**src/rtl/alarm_key_conditioner_if.sv**
```systemverilog
// Board-side key/switch inputs and the six CPU PIO exports of the alarm-clock key front end.
interface alarm_key_conditioner_if;
  logic key_hours_n;
  logic key_minutes_n;
  logic key_off_n;
  logic key_set_alarm_n;
  logic key_set_clock_n;
  logic sw_reset;
  logic hours_export;
  logic minutes_export;
  logic off_export;
  logic set_alarm_export;
  logic set_clock_export;
  logic switch_reset_export;

  modport master (
    output key_hours_n, key_minutes_n, key_off_n, key_set_alarm_n, key_set_clock_n, sw_reset,
    input  hours_export, minutes_export, off_export, set_alarm_export, set_clock_export,
           switch_reset_export
  );

  modport slave (
    input  key_hours_n, key_minutes_n, key_off_n, key_set_alarm_n, key_set_clock_n, sw_reset,
    output hours_export, minutes_export, off_export, set_alarm_export, set_clock_export,
           switch_reset_export
  );
endinterface

```
**src/rtl/alarm_key_conditioner.sv**
```systemverilog
// Key front end: per-key 2-flop sync + debounce, clean levels for off/set/switch and
// stretched, auto-repeating strobes for hours/minutes.

module akc_debounce #(
  parameter int DEBOUNCE_CYCLES = 1000000,
  parameter bit ACTIVE_LOW      = 1'b1
) (
  input  logic clk_clk,
  input  logic reset_reset_n,
  input  logic raw,
  output logic stable
);
  localparam int W = (DEBOUNCE_CYCLES > 1) ? $clog2(DEBOUNCE_CYCLES) : 1;
  localparam logic REL = ACTIVE_LOW ? 1'b1 : 1'b0;

  logic [1:0]   sync;
  logic [W-1:0] cnt;
  logic         pressed;

  // Polarity is normalised only after the second flop so sync resets to "released".
  assign pressed = sync[1] ^ REL;

  always_ff @(posedge clk_clk or negedge reset_reset_n) begin
    if (!reset_reset_n) begin
      sync   <= {2{REL}};
      cnt    <= '0;
      stable <= 1'b0;
    end else begin
      sync <= {sync[0], raw};
      if (pressed == stable) begin
        cnt <= '0;
      end else if (cnt == W'(DEBOUNCE_CYCLES - 1)) begin
        stable <= pressed;
        cnt    <= '0;
      end else begin
        cnt <= cnt + 1'b1;
      end
    end
  end
endmodule

module akc_strobe #(
  parameter int STRETCH_CYCLES       = 500000,
  parameter int REPEAT_DELAY_CYCLES  = 25000000,
  parameter int REPEAT_PERIOD_CYCLES = 10000000
) (
  input  logic clk_clk,
  input  logic reset_reset_n,
  input  logic press,
  output logic strobe
);
  localparam int HW = $clog2(REPEAT_DELAY_CYCLES);
  localparam int SW = (STRETCH_CYCLES > 1) ? $clog2(STRETCH_CYCLES) : 1;

  typedef enum logic [1:0] {IDLE, DELAY, REPEAT} state_t;

  state_t        state;
  logic [HW-1:0] hcnt;
  logic [SW-1:0] scnt;
  logic          fire;

  // Release outranks a coincident terminal count: fire requires press still held.
  always_comb begin
    fire = 1'b0;
    case (state)
      IDLE:    fire = press;
      DELAY:   fire = press && (hcnt == HW'(REPEAT_DELAY_CYCLES - 1));
      REPEAT:  fire = press && (hcnt == HW'(REPEAT_PERIOD_CYCLES - 1));
      default: fire = 1'b0;
    endcase
  end

  always_ff @(posedge clk_clk or negedge reset_reset_n) begin
    if (!reset_reset_n) begin
      state  <= IDLE;
      hcnt   <= '0;
      scnt   <= '0;
      strobe <= 1'b0;
    end else begin
      case (state)
        IDLE: begin
          hcnt <= '0;
          if (press) state <= DELAY;
        end
        DELAY: begin
          if (!press) begin
            state <= IDLE;
            hcnt  <= '0;
          end else if (fire) begin
            state <= REPEAT;
            hcnt  <= '0;
          end else begin
            hcnt <= hcnt + 1'b1;
          end
        end
        REPEAT: begin
          if (!press) begin
            state <= IDLE;
            hcnt  <= '0;
          end else if (fire) begin
            hcnt <= '0;
          end else begin
            hcnt <= hcnt + 1'b1;
          end
        end
        default: begin
          state <= IDLE;
          hcnt  <= '0;
        end
      endcase

      // A strobe in flight always completes at full width, even after release.
      if (fire) begin
        strobe <= 1'b1;
        scnt   <= SW'(STRETCH_CYCLES - 1);
      end else if (scnt != '0) begin
        scnt <= scnt - 1'b1;
      end else begin
        strobe <= 1'b0;
      end
    end
  end
endmodule

module alarm_key_conditioner #(
  parameter int DEBOUNCE_CYCLES      = 1000000,
  parameter int STRETCH_CYCLES       = 500000,
  parameter int REPEAT_DELAY_CYCLES  = 25000000,
  parameter int REPEAT_PERIOD_CYCLES = 10000000
) (
  input  logic                    clk_clk,
  input  logic                    reset_reset_n,
  alarm_key_conditioner_if.slave  io
);
  // Channel order: hours, minutes, off, set_alarm, set_clock, switch_reset.
  localparam int         NUM_KEYS     = 6;
  localparam logic [5:0] ACT_LOW_MASK = 6'b011111;

  if (!(STRETCH_CYCLES < REPEAT_PERIOD_CYCLES && REPEAT_PERIOD_CYCLES < REPEAT_DELAY_CYCLES))
  begin : g_param_err
    $error("alarm_key_conditioner: need STRETCH < REPEAT_PERIOD < REPEAT_DELAY");
  end

  logic [NUM_KEYS-1:0] key_raw;
  logic [NUM_KEYS-1:0] key_stable;
  logic [1:0]          strobe;
  logic [3:0]          level_q;

  assign key_raw = {io.sw_reset, io.key_set_clock_n, io.key_set_alarm_n,
                    io.key_off_n, io.key_minutes_n, io.key_hours_n};

  for (genvar i = 0; i < NUM_KEYS; i++) begin : g_db
    akc_debounce #(
      .DEBOUNCE_CYCLES (DEBOUNCE_CYCLES),
      .ACTIVE_LOW      (ACT_LOW_MASK[i])
    ) u_db (
      .clk_clk       (clk_clk),
      .reset_reset_n (reset_reset_n),
      .raw           (key_raw[i]),
      .stable        (key_stable[i])
    );
  end

  for (genvar i = 0; i < 2; i++) begin : g_strobe
    akc_strobe #(
      .STRETCH_CYCLES       (STRETCH_CYCLES),
      .REPEAT_DELAY_CYCLES  (REPEAT_DELAY_CYCLES),
      .REPEAT_PERIOD_CYCLES (REPEAT_PERIOD_CYCLES)
    ) u_strobe (
      .clk_clk       (clk_clk),
      .reset_reset_n (reset_reset_n),
      .press         (key_stable[i]),
      .strobe        (strobe[i])
    );
  end

  // Extra register keeps level latency equal to the strobe rise latency.
  always_ff @(posedge clk_clk or negedge reset_reset_n) begin
    if (!reset_reset_n) level_q <= '0;
    else                level_q <= key_stable[5:2];
  end

  assign io.hours_export        = strobe[0];
  assign io.minutes_export      = strobe[1];
  assign io.off_export          = level_q[0];
  assign io.set_alarm_export    = level_q[1];
  assign io.set_clock_export    = level_q[2];
  assign io.switch_reset_export = level_q[3];
endmodule

```
**src/flat_wrapper.sv**
```systemverilog
// flat-port wrapper written by rule: the top's interface ports become plain ports
module alarm_key_conditioner_flat 
#(
  parameter int DEBOUNCE_CYCLES      = 1000000,
  parameter int STRETCH_CYCLES       = 500000,
  parameter int REPEAT_DELAY_CYCLES  = 25000000,
  parameter int REPEAT_PERIOD_CYCLES = 10000000
)
  (clk_clk, reset_reset_n, io_key_hours_n, io_key_minutes_n, io_key_off_n, io_key_set_alarm_n, io_key_set_clock_n, io_sw_reset, io_hours_export, io_minutes_export, io_off_export, io_set_alarm_export, io_set_clock_export, io_switch_reset_export);
  alarm_key_conditioner_if io_i ();
  input  logic clk_clk;
  input  logic reset_reset_n;
  input wire logic [$bits(io_i.key_hours_n)-1:0] io_key_hours_n;
  input wire logic [$bits(io_i.key_minutes_n)-1:0] io_key_minutes_n;
  input wire logic [$bits(io_i.key_off_n)-1:0] io_key_off_n;
  input wire logic [$bits(io_i.key_set_alarm_n)-1:0] io_key_set_alarm_n;
  input wire logic [$bits(io_i.key_set_clock_n)-1:0] io_key_set_clock_n;
  input wire logic [$bits(io_i.sw_reset)-1:0] io_sw_reset;
  output wire logic [$bits(io_i.hours_export)-1:0] io_hours_export;
  output wire logic [$bits(io_i.minutes_export)-1:0] io_minutes_export;
  output wire logic [$bits(io_i.off_export)-1:0] io_off_export;
  output wire logic [$bits(io_i.set_alarm_export)-1:0] io_set_alarm_export;
  output wire logic [$bits(io_i.set_clock_export)-1:0] io_set_clock_export;
  output wire logic [$bits(io_i.switch_reset_export)-1:0] io_switch_reset_export;
  assign io_i.key_hours_n = io_key_hours_n;
  assign io_i.key_minutes_n = io_key_minutes_n;
  assign io_i.key_off_n = io_key_off_n;
  assign io_i.key_set_alarm_n = io_key_set_alarm_n;
  assign io_i.key_set_clock_n = io_key_set_clock_n;
  assign io_i.sw_reset = io_sw_reset;
  assign io_hours_export = io_i.hours_export;
  assign io_minutes_export = io_i.minutes_export;
  assign io_off_export = io_i.off_export;
  assign io_set_alarm_export = io_i.set_alarm_export;
  assign io_set_clock_export = io_i.set_clock_export;
  assign io_switch_reset_export = io_i.switch_reset_export;
  alarm_key_conditioner #(.DEBOUNCE_CYCLES(DEBOUNCE_CYCLES), .STRETCH_CYCLES(STRETCH_CYCLES), .REPEAT_DELAY_CYCLES(REPEAT_DELAY_CYCLES), .REPEAT_PERIOD_CYCLES(REPEAT_PERIOD_CYCLES)) u_core (.clk_clk(clk_clk), .reset_reset_n(reset_reset_n), .io(io_i));
endmodule
```
**config.mk**
```make
export PLATFORM = sky130hd
export DESIGN_NAME = alarm_key_conditioner_flat
export DESIGN_NICKNAME = d
export VERILOG_FILES = /design/src/rtl/alarm_key_conditioner_if.sv /design/src/rtl/alarm_key_conditioner.sv /design/src/flat_wrapper.sv
export SDC_FILE = /design/constraint.sdc
export NUM_CORES = 1
export LEC_CHECK = 0
export ABC_AREA = 1
export CORE_UTILIZATION = 30
export CTS_CLUSTER_SIZE = 16
export DETAILED_ROUTE_END_ITERATION = 7
export HOLD_SLACK_MARGIN = 0.1
export MAX_ROUTING_LAYER = met4
export PLACE_DENSITY_LB_ADDON = 0.05
export SYNTH_ARGS = -nofsm -noshare
export SYNTH_HDL_FRONTEND = slang
export SYNTH_SLANG_ARGS = --single-unit
```
**constraint.sdc**
```tcl
create_clock -name clk_clk -period 2 [get_ports clk_clk]
set_clock_uncertainty 0.15 [all_clocks]
set_input_delay 0.6 -clock clk_clk [delete_from_list [all_inputs] [get_ports clk_clk]]
set_output_delay 0.6 -clock clk_clk [all_outputs]
set_load 0.05 [all_outputs]
```
# Word-level counts from Yosys, hierarchy flattened
# Index checks and enable logic that the tools add are counted.
dict set report classes {
  reduce_logical 20
  n_div 0
  bitwise_logic 11
  add_sub_neg 10
  multipliers 0
  n_lt_le_gt_ge 0
  muxes 38
  shift 0
  n_eq_ne 28
}
# operator count
set op_table {}
lappend op_table {{$mux 20} 12}
lappend op_table {{$mux 25} 6}
lappend op_table {{$add 20x1->20 const B} 6}
lappend op_table {{$eq 20x20->1 const B} 6}
lappend op_table {{$mux 19} 4}
lappend op_table {{$add 25x1->25 const B} 2}
lappend op_table {{$eq 25x24->1 const B} 2}
lappend op_table {{$eq 25x25->1 const B} 2}
lappend op_table {{$reduce_bool 19->1} 2}
lappend op_table {{$sub 19x1->19 const B} 2}
lappend op_table {{$mux 2} 8}
lappend op_table {{$pmux 2 s3} 2}
lappend op_table {{$reduce_and 2->1} 6}
lappend op_table {{$not 1->1} 11}
lappend op_table {{$ne 2x2->1 const B} 4}
lappend op_table {{$eq 1x1->1} 6}
lappend op_table {{$ne 3x3->1 const B} 2}
lappend op_table {{$pmux 1 s3} 2}
lappend op_table {{$reduce_and 3->1} 2}
lappend op_table {{$eq 2x1->1 const B} 2}
lappend op_table {{$eq 2x2->1 const B} 2}
lappend op_table {{$logic_and 1x1->1} 4}
lappend op_table {{$logic_not 2->1} 2}
lappend op_table {{$mux 1} 4}
lappend op_table {{3 further kinds} 6}
dict set report word_totals {
  ram_bits 0
  mem_count 0
  ff_bits 236
  romBits 0
  in_bits 8
  latch_bits 0
  wordCells 134
  output_inout_bits 6
}

# Logic depth before layout (Yosys ltp)
dict set report logic_depth {
  word_depth 6
  depth_mapped 13
  depth_no_buf 13
}

# Modules after synthesis
# A second synthesis with hierarchy kept.
dict set report hier_totals {
  hier_cells 1693
  hier_area_um2 13369.1
}
# mod seq_area_each_um2 cells_per_inst instances area_per_inst_um2
set modules_own_cells {}
lappend modules_own_cells {akc_strobe 1176.1 363 2 2738.9}
lappend modules_own_cells {{akc_debounce (u_core.g_db[1].u_db ...)} 578.1 160 4 1291.2}
lappend modules_own_cells {{akc_debounce (u_core.g_db[5].u_db)} 575.6 161 1 1335.0}
lappend modules_own_cells {{akc_debounce (u_core.g_db[0].u_db)} 578.1 162 1 1291.2}
lappend modules_own_cells {alarm_key_conditioner 100.1 4 1 100.1}

# Least setup slack after synthesis
# Ideal clock, no wire load.
dict set report synth_timing {
  path_type {reg-to-reg}
  startpoint {register u_core.g_strobe[0].u_strobe.state[0]}
  endpoint {register u_core.g_strobe[0].u_strobe.scnt[14]}
  n_path_buf 2
  t_arrival_ns 1.588
  setup_time_ns 0.120
  slack_ns 0.142
  required_time_ns 1.730
  path_stages_with_launch 13
  period_less_slack_ns 1.858
  cell_sequence {dfrtp_1 > inv_1 > ha_1 > inv_1 > o21ai_0 > nor2_1 > nand3_1 > o21ai_2 > nand2_2 > buf_6 > buf_6 > nand2_2 > nor2_2}
}
dict set report synth_via {
  elab_chain_len 3
  word_cells_on_any_way 6
  cone_classes {2 x eq/ne; 2 x mux; 2 x reduce/logical}
}
# item line_no
set synth_rtl {}
lappend synth_rtl {{start, declared} alarm_key_conditioner.sv:57} ;# state_t state;
lappend synth_rtl {{start signal, assigned} alarm_key_conditioner.sv:75} ;# state <= IDLE;
lappend synth_rtl {{start signal, assigned} alarm_key_conditioner.sv:83} ;# if (press) state <= DELAY;
lappend synth_rtl {{start signal, assigned} alarm_key_conditioner.sv:87} ;# state <= IDLE;
lappend synth_rtl {{$eq 2x2->1 (tied with other cells)} alarm_key_conditioner.sv:65} ;# case (state)
lappend synth_rtl {{$pmux 1 s3 *} alarm_key_conditioner.sv:65}
lappend synth_rtl {{$mux 19 or $reduce_bool 2->1 (tied branches)} --}
lappend synth_rtl {{end signal, assigned} alarm_key_conditioner.sv:115} ;# scnt <= SW'(STRETCH_CYCLES - 1);
lappend synth_rtl {{end signal, assigned} alarm_key_conditioner.sv:117} ;# scnt <= scnt - 1'b1;
lappend synth_rtl {{end, declared} alarm_key_conditioner.sv:59} ;# logic [SW-1:0] scnt;
# Mark *: on every way between the ends. The rest lies on a longest branch, timed or not.
# A chain may end at the register's enable or synchronous reset.

# Final worst setup path
dict set report layout_timing {
  startpoint {register u_core.g_strobe[0].u_strobe.state[1]}
  endpoint {register u_core.g_strobe[0].u_strobe.hcnt[16]}
}
dict set report layout_via {
  elab_chain_len 5
  word_cells_on_any_way 8
  cone_classes {2 x eq/ne; 4 x mux; 2 x reduce/logical}
}
# item line_no
set layout_rtl {}
lappend layout_rtl {{$eq 2x2->1 (tied with other cells)} {alarm_key_conditioner.sv:65, alarm_key_conditioner.sv:80}}
lappend layout_rtl {{$pmux 1 s3} alarm_key_conditioner.sv:65}
lappend layout_rtl {{$mux 25} {alarm_key_conditioner.sv:89, alarm_key_conditioner.sv:100}}
lappend layout_rtl {{$mux 25} alarm_key_conditioner.sv:86} ;# if (!press) begin
lappend layout_rtl {{$mux 25 *} --}
lappend layout_rtl {{end signal, assigned} alarm_key_conditioner.sv:93} ;# hcnt <= hcnt + 1'b1;
lappend layout_rtl {{end signal, assigned} alarm_key_conditioner.sv:103} ;# hcnt <= hcnt + 1'b1;
lappend layout_rtl {{end, declared} alarm_key_conditioner.sv:58} ;# logic [HW-1:0] hcnt;
# Marked as above.

==> results_dict.tcl <==
set metrics [dict create \
    status "finished, violations left" \
    violations "negative setup slack" \
    overflow 0 \
    fin_nets 1717 \
    grt_max_degree 51 \
    powerDensity_mw_per_mm2 729.8 \
    start_util_pct 30.43 \
    drive_above_1_share_pct 18.47 \
    die_area_sq_mm 0.04224 \
    timing.slew.headroom_pct 69.52 \
    worst_setup_path_start_kind "register" \
    post_dp_cell_area_sq_mm 0.01393 \
    grt_pass1_vias 10140 \
    drcViolationCount 0 \
    max_stage_delay_ns 0.43 \
    required_ns 2.31 \
    htree_levels 1 \
    io_buffer_count 13 \
    max_freq_mhz 496.9 \
    wl_per_cell_microns 12.92 \
    holdCritPathClass "register to register" \
    min_period_ns 2.013 \
    fin_crit_sh_pct 100.6 \
    vias 10270 \
    die_h_microns 205.5 \
    postRouteAntennaNets 0 \
    grt_first_pass_wirelength_mm 49.70 \
    clk_latency_ns 0.58 \
    root_buffer "clkbuf_16" \
    crit_path_cell_trace "inv_2 -> ha_4 -> nand4_1 -> nor2_1 -> nand3_1 -> o21ai_2 -> nand2_4 -> nand2_4 -> clkbuf_16 -> nor2_1" \
    ys_seq_area_share_pct 47.63 \
    power.leakage_uw 0.007165 \
    syn-num-nets 1574 \
    die_x_microns 205.5 \
    core_area_sq_mm 0.04083 \
    total_power_uw 11430 \
    final_util_pct 38.36 \
    synthFlopType "dfrtp_1" \
    finalSetupViolCount 5 \
    cp_max_fo 9 \
    netlist_area_sq_mm 0.01243 \
    hold_viol_final 0 \
    finalWorstSetupSlack_ns -0.01259 \
    synth-async-reset-ratio_pct 100.0 \
    dp.cells 2174 \
    syn_inst 1548 \
    numCtsBuffers 31 \
    antenna_found_initial 0 \
    routed_wl_mm 29.05 \
    cts_tree "done" \
    std_cell_rows 74 \
    hpwl_mm 20.75 \
    drv_slew 0 \
    synth_area_per_cell_sq_um 8.027 \
    finalWeightedCongestion 0.8188 \
    timing.setup.critical_path_class "register to register" \
    clock_path_buffers 3 \
    stdcell_count 2248 \
    antenna_cells 0 \
    cap_violations 0 \
    rsz0062_at_grt "yes" \
    cts_sinks 236 \
    slowest_stage "dfrtp_1" \
    ys_seq_elements 236 \
    irDropWorstVdd_mv 0.5516 \
    cp-end-kind "register" \
    syn2layout_area_growth_pct 26.05 \
    fin_setup_tns_ns -0.02792 \
    grt.total_usage_pct 14.60 \
    boundaryPins 14 \
    fin_area_sq_mm 0.01566 \
    worstPathArrival_ns 2.32 \
    yosys_warnings 0 \
    drtIter0Drc 443 \
    synth_edf_count 0 \
    yosys.cell_types.count 52 \
    tightest_slew_ns 0.4530 \
    firstDrtPassIters 7 \
    vias_per_cell 4.569 \
    cts.reportedPaths.clkPinSlew_ns 0.06 \
]
cell usage after synthesis, types with 2 or more instances:
cell      instances  share of area [%]
nand2_4           2               0.18
o21a_1            2               0.12
or2_2             2               0.10
nor3b_1           6               0.36
dfstp_2          10                2.1
a21o_1            2               0.12
nand3_1         105                4.2
o21ai_1           5               0.20
o211ai_2          2               0.20
buf_2             4               0.16
o211ai_1          2               0.12
xor2_1           54                3.8
nand2_2          14               0.70
o21ai_0          34                1.4
nor3_2           10               0.81
dfrtp_1         226                 46
clkinv_1          3              0.091
nor2_1          293                8.9
ha_1             18                1.8
or2_1             2               0.10
nor2_4            7               0.63
nor2_2           15               0.76
xnor2_1          33                2.3
buf_6             5               0.45
a31oi_1           6               0.30
nand3b_1          3               0.18
nor3_4            2               0.26
and3_1            4               0.20
o31ai_1           2               0.12
nand4_1          52                2.6
nand3_2           3               0.24
a21oi_1          45                1.8
buf_4             2               0.12
nor4_1           20                1.0
inv_1           187                5.6
nand2_1         271                8.2
inv_2             8               0.24
nor3_1           73                2.9
flip-flops by register name, indices dropped and copies added, names as in the netlist:
| register | cells |
|---|---|
| u_core.g_db.u_db.cnt | 120 |
| u_core.g_strobe.u_strobe.hcnt | 50 |
| u_core.g_strobe.u_strobe.scnt | 38 |
| u_core.g_db.u_db.sync | 12 |
| u_core.g_db.u_db.stable | 6 |
| u_core.g_strobe.u_strobe.state | 4 |
| u_core.level_q | 4 |
| u_core.g_strobe.u_strobe.strobe | 2 |
path summary, 6_finish.rpt:
path	from	end	slack (ns)	cells after the start
worst min-delay path	u_core.g_db[5].u_db.sync[0]	u_core.g_db[5].u_db.sync[1]	0.20	0
max in group asynchronous	reset_reset_n	u_core.g_strobe[0].u_strobe.scnt[17]	0.65	3
worst max register to register	u_core.g_strobe[0].u_strobe.state[1]	u_core.g_strobe[0].u_strobe.hcnt[16]	-0.01	10
worst min register to register	u_core.g_db[5].u_db.sync[0]	u_core.g_db[5].u_db.sync[1]	0.20	0
worst max-delay path	u_core.g_strobe[0].u_strobe.state[1]	u_core.g_strobe[0].u_strobe.hcnt[16]	-0.01	10
min in group asynchronous	reset_reset_n	u_core.g_strobe[1].u_strobe.hcnt[13]	0.36	2
cell families after synthesis:
family	after synthesis	share of synthesized area [%]
buffers and inverters	211	6.787
flip-flops	236	47.63
multiplexers	2	0.1712
AND/OR/NAND/NOR	889	32.73
XOR/XNOR	87	6.132
AO/OA/AOI/OAI	105	4.743
adder cells (fa/ha/maj)	18	1.813
power by group:
| part | leakage [uW] | switching, uW | internal (uW) | total, uW |
|---|---|---|---|---|
| Sequential | 0.00324 | 30.6 | 4830 | 4860 |
| Combinational | 0.00336 | 190 | 101 | 291 |
| Clock | 0.000569 | 2240 | 4040 | 6280 |
stage by stage:
stage	hold WS, ns	setup slack (ns)
6_report	0.2004	-0.01259
2_1_floorplan	0.1544	0.1422
3_3_place_gp	0.1901	0.03138
4_1_cts	0.2046	0.004750
5_1_grt	0.2064	-0.07134
3_5_place_dp	0.1957	-0.03601
area by class of cell:
class                   count  area, sq um
fillers                  4185        25170
clock buffers              37        848.3
inverters                 198        749.5
multi-input cells        1101         6012
repair buffers            122         1139
repair inverters            1        7.507
flip-flops and latches    236         5922
clock inverters            21        319.1
well taps                 532        665.6
placed cells by master (no fill, tap or decap), types with 14 or more instances in the layout:
master	Yosys	routed
nor4_1	20	18
nand2_1	271	262
xor2_1	54	54
dfrtp_1	226	223
nand2_2	14	14
xnor2_1	33	33
nor2_2	15	24
o21ai_0	34	29
clkbuf_16	0	35
nand4_1	52	52
nand3_1	105	98
inv_2	8	18
nor3_1	73	70
inv_1	187	176
nor2_1	293	281
a21oi_1	45	44
buf_4	2	98
repair_timing:
action / 4_1_cts / 5_1_grt
endpoints found under the hold margin: 113 / 0
hold buffers: 1 / 0
gates resized for setup: 2 / 96
buffers inserted: 0 / 10
pin swaps: 0 / 33
endpoints found under the setup margin: 12 / 106
cloned: 0 / 5
routing by layer:
| layer | track usage, % | vias up | wire length, microns |
|---|---|---|---|
| li1 | - | 5292 | - |
| met1 | 19.47 | 4814 | 14270 |
| met2 | 23.15 | 118 | 13200 |
| met3 | 2.328 | 47 | 937 |
| met4 | 3.466 | 0 | 637 |
| met5 | - | - | 0 |
critical path: cells and delay by family (launching register included):
kind                       cells  cell delay, ns
buffers and inverters          2            0.25
AOI/OAI and AO/OA              1            0.19
and+or+nand+nor                6            0.62
DFF                            1            0.43
adders and majority gates      1            0.27
Power figures use the tool's default switching activity.
